**src/rtl/hazard_pkg.sv**
```systemverilog
// Shared definitions for the pipeline hazard unit: forwarding-select
// encodings, the in-flight write entry, and the Tnew ageing helper.
package hazard_pkg;

   // Default index and timing widths of the 5-stage MIPS pipeline.
   localparam int unsigned HZ_REG_W = 5;
   localparam int unsigned HZ_T_W   = 2;

   // Forwarding-mux select encodings shared by the D, E and M muxes.
   localparam logic [1:0] FWD_NONE = 2'd0;
   localparam logic [1:0] FWD_E    = 2'd1;
   localparam logic [1:0] FWD_M    = 2'd2;
   localparam logic [1:0] FWD_W    = 2'd3;

   // Tuse value marking an operand the instruction never reads.
   localparam logic [HZ_T_W-1:0] TUSE_NONE = '1;

   // One GRF write in flight, plus the source indices of the instruction
   // that owns the slot (needed for the E and M stage selects).
   typedef struct packed {
      logic [HZ_REG_W-1:0] dst;
      logic [HZ_T_W-1:0]   tnew;
      logic [HZ_REG_W-1:0] rs;
      logic [HZ_REG_W-1:0] rt;
   } hz_entry_t;

   // Cycles-until-ready shrink by one per stage and stop at zero.
   function automatic logic [HZ_T_W-1:0] tnew_dec(input logic [HZ_T_W-1:0] t);
      return (t == '0) ? '0 : t - HZ_T_W'(1);
   endfunction

endpackage

```
**src/rtl/hazard_stage.sv**
```systemverilog
// One pipeline slot of the hazard tracker: holds the entry for the
// instruction currently in that stage, optionally ageing its Tnew.
module hazard_stage
   import hazard_pkg::*;
(
   input  logic      clk,
   input  logic      reset,
   input  logic      i_bubble,
   input  logic      i_dec,
   input  hz_entry_t i_d,
   output hz_entry_t o_q
);

   hz_entry_t r_q;
   hz_entry_t w_next;

   // Next entry: either the upstream entry as-is, or with Tnew aged by one.
   always_comb begin
      w_next = i_d;
      if (i_dec) begin
         w_next.tnew = tnew_dec(i_d.tnew);
      end
   end

   // Slot register; reset has priority over the bubble, which has priority over capture.
   always_ff @(posedge clk) begin
      if (reset) begin
         r_q <= '0;
      end else if (i_bubble) begin
         r_q <= '0;
      end else begin
         r_q <= w_next;
      end
   end

   assign o_q = r_q;

endmodule

```
**src/rtl/hazard_unit.sv**
```systemverilog
// Hazard unit for the 5-stage MIPS pipeline: tracks GRF writes in flight
// from E to W, stalls D on unresolvable read-after-write hazards and drives
// the forwarding selects at D, E and M.
module hazard_unit
   import hazard_pkg::*;
#(
   parameter int unsigned REG_W = HZ_REG_W,
   parameter int unsigned T_W   = HZ_T_W
) (
   input  logic             clk,
   input  logic             reset,
   input  logic [REG_W-1:0] rs_d,
   input  logic [REG_W-1:0] rt_d,
   input  logic [T_W-1:0]   tuse_rs,
   input  logic [T_W-1:0]   tuse_rt,
   input  logic [REG_W-1:0] dst_d,
   input  logic [T_W-1:0]   tnew_d,
   output logic             stall,
   output logic [1:0]       fwd_rs_d,
   output logic [1:0]       fwd_rt_d,
   output logic [1:0]       fwd_rs_e,
   output logic [1:0]       fwd_rt_e,
   output logic [1:0]       fwd_rt_m
);

   hz_entry_t w_d;
   hz_entry_t w_e;
   hz_entry_t w_m;
   hz_entry_t w_w;

   logic w_stall_rs;
   logic w_stall_rt;
   logic w_unused;

   // A D-stage operand must wait if a producer in E or M will not have its
   // result ready by the time the operand is consumed.
   function automatic logic hazard(
      input logic [REG_W-1:0] r,
      input logic [T_W-1:0]   tuse,
      input hz_entry_t        e,
      input hz_entry_t        m
   );
      logic w_hit_e;
      logic w_hit_m;
      w_hit_e = (e.dst == r) && (e.tnew > tuse);
      w_hit_m = (m.dst == r) && (m.tnew > tuse);
      return (r != '0) && (tuse != TUSE_NONE) && (w_hit_e || w_hit_m);
   endfunction

   // D select: the youngest matching producer decides; a not-yet-ready
   // younger match hides any older one (the operand is picked up later at E).
   function automatic logic [1:0] sel_d(
      input logic [REG_W-1:0] r,
      input hz_entry_t        e,
      input hz_entry_t        m
   );
      logic [1:0] w_sel;
      w_sel = FWD_NONE;
      if (r != '0) begin
         if (e.dst == r) begin
            w_sel = (e.tnew == '0) ? FWD_E : FWD_NONE;
         end else if (m.dst == r) begin
            w_sel = (m.tnew == '0) ? FWD_M : FWD_NONE;
         end
      end
      return w_sel;
   endfunction

   // E select: M is the youngest producer ahead of E; W results are always ready.
   function automatic logic [1:0] sel_e(
      input logic [REG_W-1:0] r,
      input hz_entry_t        m,
      input hz_entry_t        w
   );
      logic [1:0] w_sel;
      w_sel = FWD_NONE;
      if (r != '0) begin
         if (m.dst == r) begin
            w_sel = (m.tnew == '0) ? FWD_M : FWD_NONE;
         end else if (w.dst == r) begin
            w_sel = FWD_W;
         end
      end
      return w_sel;
   endfunction

   assign w_d = '{dst: dst_d, tnew: tnew_d, rs: rs_d, rt: rt_d};

   hazard_stage u_stage_e (
      .clk      (clk),
      .reset    (reset),
      .i_bubble (stall),
      .i_dec    (1'b0),
      .i_d      (w_d),
      .o_q      (w_e)
   );

   hazard_stage u_stage_m (
      .clk      (clk),
      .reset    (reset),
      .i_bubble (1'b0),
      .i_dec    (1'b1),
      .i_d      (w_e),
      .o_q      (w_m)
   );

   hazard_stage u_stage_w (
      .clk      (clk),
      .reset    (reset),
      .i_bubble (1'b0),
      .i_dec    (1'b1),
      .i_d      (w_m),
      .o_q      (w_w)
   );

   // Stall and forwarding selects, combinational on the D inputs and entries.
   always_comb begin
      w_stall_rs = hazard(rs_d, tuse_rs, w_e, w_m);
      w_stall_rt = hazard(rt_d, tuse_rt, w_e, w_m);
      stall      = w_stall_rs || w_stall_rt;
      fwd_rs_d   = sel_d(rs_d, w_e, w_m);
      fwd_rt_d   = sel_d(rt_d, w_e, w_m);
      fwd_rs_e   = sel_e(w_e.rs, w_m, w_w);
      fwd_rt_e   = sel_e(w_e.rt, w_m, w_w);
      fwd_rt_m   = ((w_m.rt != '0) && (w_w.dst == w_m.rt)) ? FWD_W : FWD_NONE;
   end

   // Fields carried for uniformity but never consulted downstream.
   assign w_unused = ^{w_w.tnew, w_w.rs, w_w.rt, w_m.rs};

endmodule

```
**config.mk**
```make
export PLATFORM = sky130hd
export DESIGN_NAME = hazard_unit
export DESIGN_NICKNAME = d
export VERILOG_FILES = /design/src/rtl/hazard_pkg.sv /design/src/rtl/hazard_stage.sv /design/src/rtl/hazard_unit.sv
export SDC_FILE = /design/constraint.sdc
export NUM_CORES = 1
export LEC_CHECK = 0
export ABC_AREA = 0
export BUFFER_PORTS_ARGS = -buffer_cell sky130_fd_sc_hd__buf_2
export CAP_MARGIN = 20
export CORE_ASPECT_RATIO = 1.75
export CORE_MARGIN = 2
export CORE_UTILIZATION = 56
export DETAILED_ROUTE_END_ITERATION = 8
export PLACE_DENSITY = 0.79
export REMOVE_ABC_BUFFERS = 1
export SYNTH_ARGS = -nofsm -noshare
export SYNTH_HDL_FRONTEND = slang
export SYNTH_SLANG_ARGS = --single-unit
```
**constraint.sdc**
```tcl
create_clock -name clk -period 3.8 [get_ports clk]
set_input_delay 1.14 -clock clk [delete_from_list [all_inputs] [get_ports clk]]
set_output_delay 1.14 -clock clk [all_outputs]
set_load 0.02 [all_outputs]
```
==> impl_metrics.py <==
metrics = {
    "critical_path": {
        "reg2reg_to": "u_stage_e.o_q[3]",
        "criticalPathCategory": "in -> out",
        "worst-r2r-cell-count": 17,
        "crit_chain": "buf_2, or4_4, nor2_4, nor4_2, or4_4, buf_6",
        "cp_max_fo": 3,
        "critPathLaunch": "rs_d[4]",
        "slowest_stage": "or4_4",
        "worstSetupEndpointType": "primary output",
        "crit_end": "stall",
        "worst_ep_arrival_time_ps": 2670,
        "max_stage_delay_ps": 530,
        "r2r_setup_slack_ps": 850,
        "r2r-start": "u_stage_e.o_q[11]",
        "start_kind": "input pin",
        "cp_data_required_time_ps": 2660,
        "cpMostUsedCell": "or4_4",
    },
    "detailed_routing": {
        "vias": 2029,
        "remaining_drc_errors": 0,
        "antenna_left": 0,
        "first_pass_iters": 5,
        "drt_wl_total_um": 5894,
        "routedWlPerCell_um": 17.65,
        "vias_per_cell": 6.075,
        "drt-initial-drc-count": 70,
    },
    "die": {
        "io_pins": 34,
        "core_mm2": 0.003628,
        "dieArea_mm2": 0.004322,
        "start_util": 0.5855,
        "die_h_um": 85.48,
        "die_width_um": 50.56,
        "rows": 29,
    },
    "cells_and_area": {
        "area_growth_pct": 22.32,
        "fin_cells": 334,
        "post-route-util": 0.7162,
        "drive_gt1_frac": 0.2639,
        "n_antenna_cell": 0,
        "nets": 319,
    },
    "placement": {
        "gp_congestion": 0.9753,
        "dpl_worst_slack_ps": -59.42,
        "dp.cells": 314,
        "numPortBuffers": 33,
        "hpwlAfterDp_um": 3883,
    },
    "power_and_ir_drop": {
        "power_uw": 887.8,
        "total_leakage_power_uw": 0.001094,
        "power_density_mw_per_mm2": 341.6,
        "ir_worst_vdd_mv": 0.3061,
    },
    "sta": {
        "fmax_ghz": 0.2625,
        "worst_pin_slew_ps": 636.6,
        "skew_ps": 2.671,
        "hold_viol_final": 0,
        "slew_headroom": 0.5701,
        "rsz0062_at_grt": "yes",
        "period_share": 1.002,
        "setup_viol": 1,
        "period_minus_slack_ps": 3809,
        "slew_viol_final": 0,
        "setup_ws_ps": -9.397,
    },
    "synth": {
        "synth_area_leaders": "dfxtp_1 (32%), xnor2_1 (12%), nor2b_1 (11%)",
        "async_reset_ff_frac": 0,
        "synth_edf_count": 0,
        "yosysWarningCount": 0,
        "synth-main-ff-cell": "dfxtp_1",
        "synth_area_mm2": 0.002125,
        "synth_top_area_share": 0.3204,
        "ys_seq_area_frac": 0.3204,
        "avgSynthCellArea_um2": 8.852,
        "synth.ff_latch_count": 34,
        "syn_inst": 240,
        "yosysTopAreaCell": "dfxtp_1",
        "synth_cell_types": 32,
    },
    "clock_network": {
        "cts-htree-levels": 2,
        "clock-root-buffer": "clkbuf_8",
        "clkLatencyLatePin_ps": 290,
        "clockBufferDepth": 2,
        "cts_buffers": 5,
        "cts_tree": "done",
        "clkTransAtPathRegs_ps": 70,
        "clkSinkCount": 34,
    },
    "grt": {
        "grt_pass1_wl_um": 9225,
        "grt_max_degree": 35,
        "grt_antenna_before_repair": 0,
        "grt-ovfl-total": 0,
        "grt_pass1_vias": 2034,
        "track_usage": 0.2857,
    },
    "hold_path": {
        "min_path_type": "reg -> reg",
    },
    "status": {
        "outcome": "complete, but fails checks",
        "violations": "negative setup slack",
    },
    "run": {
        "maxCapViolations": 0,
    },
}
## cell families after synthesis
group                      after synthesis  synth area share
AOI/OAI and AO/OA                       28            0.1048
xor gates and xnor gates                44            0.1814
adders and majority gates                9           0.05300
buffers and inverters                   23           0.05300
DFF                                     34            0.3204
muxes                                    2          0.009423
and+or+nand+nor                        100            0.2780
## stage by stage
stage,hold slack [ps],TNS [ps],cell area [µm²]
2_1_floorplan,394.1,-312.7,2031
3_3_place_gp,403.1,-54.77,2351
3_5_place_dp,409.4,-59.42,2351
4_1_cts,418.7,0,2576
5_1_grt,450.2,-52.20,2599
6_report,443.1,-9.397,2599
## Yosys cell counts, types with 5 or more instances
master     n
nand3_1    6
nand2_1    8
nor2_1     9
nor3_1    11
o41ai_1   17
dfxtp_1   34
clkbuf_1   6
nor4_1    20
ha_1       9
buf_2      5
nor2b_1   36
inv_1      5
xor2_1    15
xnor2_1   29
## worst min path at each step
stage,from,end,slack (ps),depth (start not counted)
3_5_place_dp,u_stage_e.o_q[10],u_stage_m.o_q[10],410,1
3_3_place_gp,u_stage_e.o_q[10],u_stage_m.o_q[10],400,1
5_1_grt,u_stage_e.o_q[10],u_stage_m.o_q[10],450,1
4_1_cts,u_stage_e.o_q[10],u_stage_m.o_q[10],420,1
2_1_floorplan,u_stage_e.o_q[10],u_stage_m.o_q[10],390,1
6_report,u_stage_e.o_q[10],u_stage_m.o_q[10],440,1
## metal layers
layer	GRT usage	up-vias	routed length, µm
met1	0.2555	961	2026
met2	0.5478	82	3208
met5	0	-	0
met4	0.2039	0	381
li1	-	952	-
met3	0.04577	34	278
## timing repair
item                                    4_1_cts  5_1_grt
buffers inserted                             13        0
pin swaps                                     6        3
endpoints found under the setup margin        1       11
hold buffers                                  0        0
gates resized for setup                       9        4
## layout by cell type (no fill, tap or decap), types with 2 or more instances in the layout
cell type,count
nor2b_1,36
dfxtp_1,34
buf_2,31
xnor2_1,29
buf_4,25
nor4_1,18
o41ai_1,17
xor2_1,15
nor3_1,11
nor2_1,9
nand2_1,8
ha_1,8
nand3_1,6
clkbuf_8,6
inv_1,4
a22oi_1,4
nand4_1,3
or4_4,2
o21ai_1,2
mux2i_1,2
nor4_4,2
buf_6,2
## critical path, delay by kind of cell
kind | cells | cell delay, ps
simple gates | 4 | 1270
buf+inv | 2 | 270
## registers in the layout, summed over array words and instances, names as in the netlist
signal and count:
u_stage_e.o_q 17, u_stage_m.o_q 12, u_stage_w.o_q 5
## power breakdown
group / switching (µW) / internal [µW] / leakage (µW)
sequential: 25.0 / 375 / 0.000281
clock: 138 / 146 / 0.0000472
combinational: 111 / 93.2 / 0.000766
total: 274 / 614 / 0.00109
## final cells by class
class	instances	area, µm²
Inverter	5	18.77
Clock buffer	6	82.58
Clock inverter	2	12.51
Sequential cell	34	680.7
Timing Repair Buffer	58	365.4
Tap cell	46	57.56
Fill cell	283	1030
Multi-Input combinational cell	183	1381
Power figures use the tool's default switching activity.
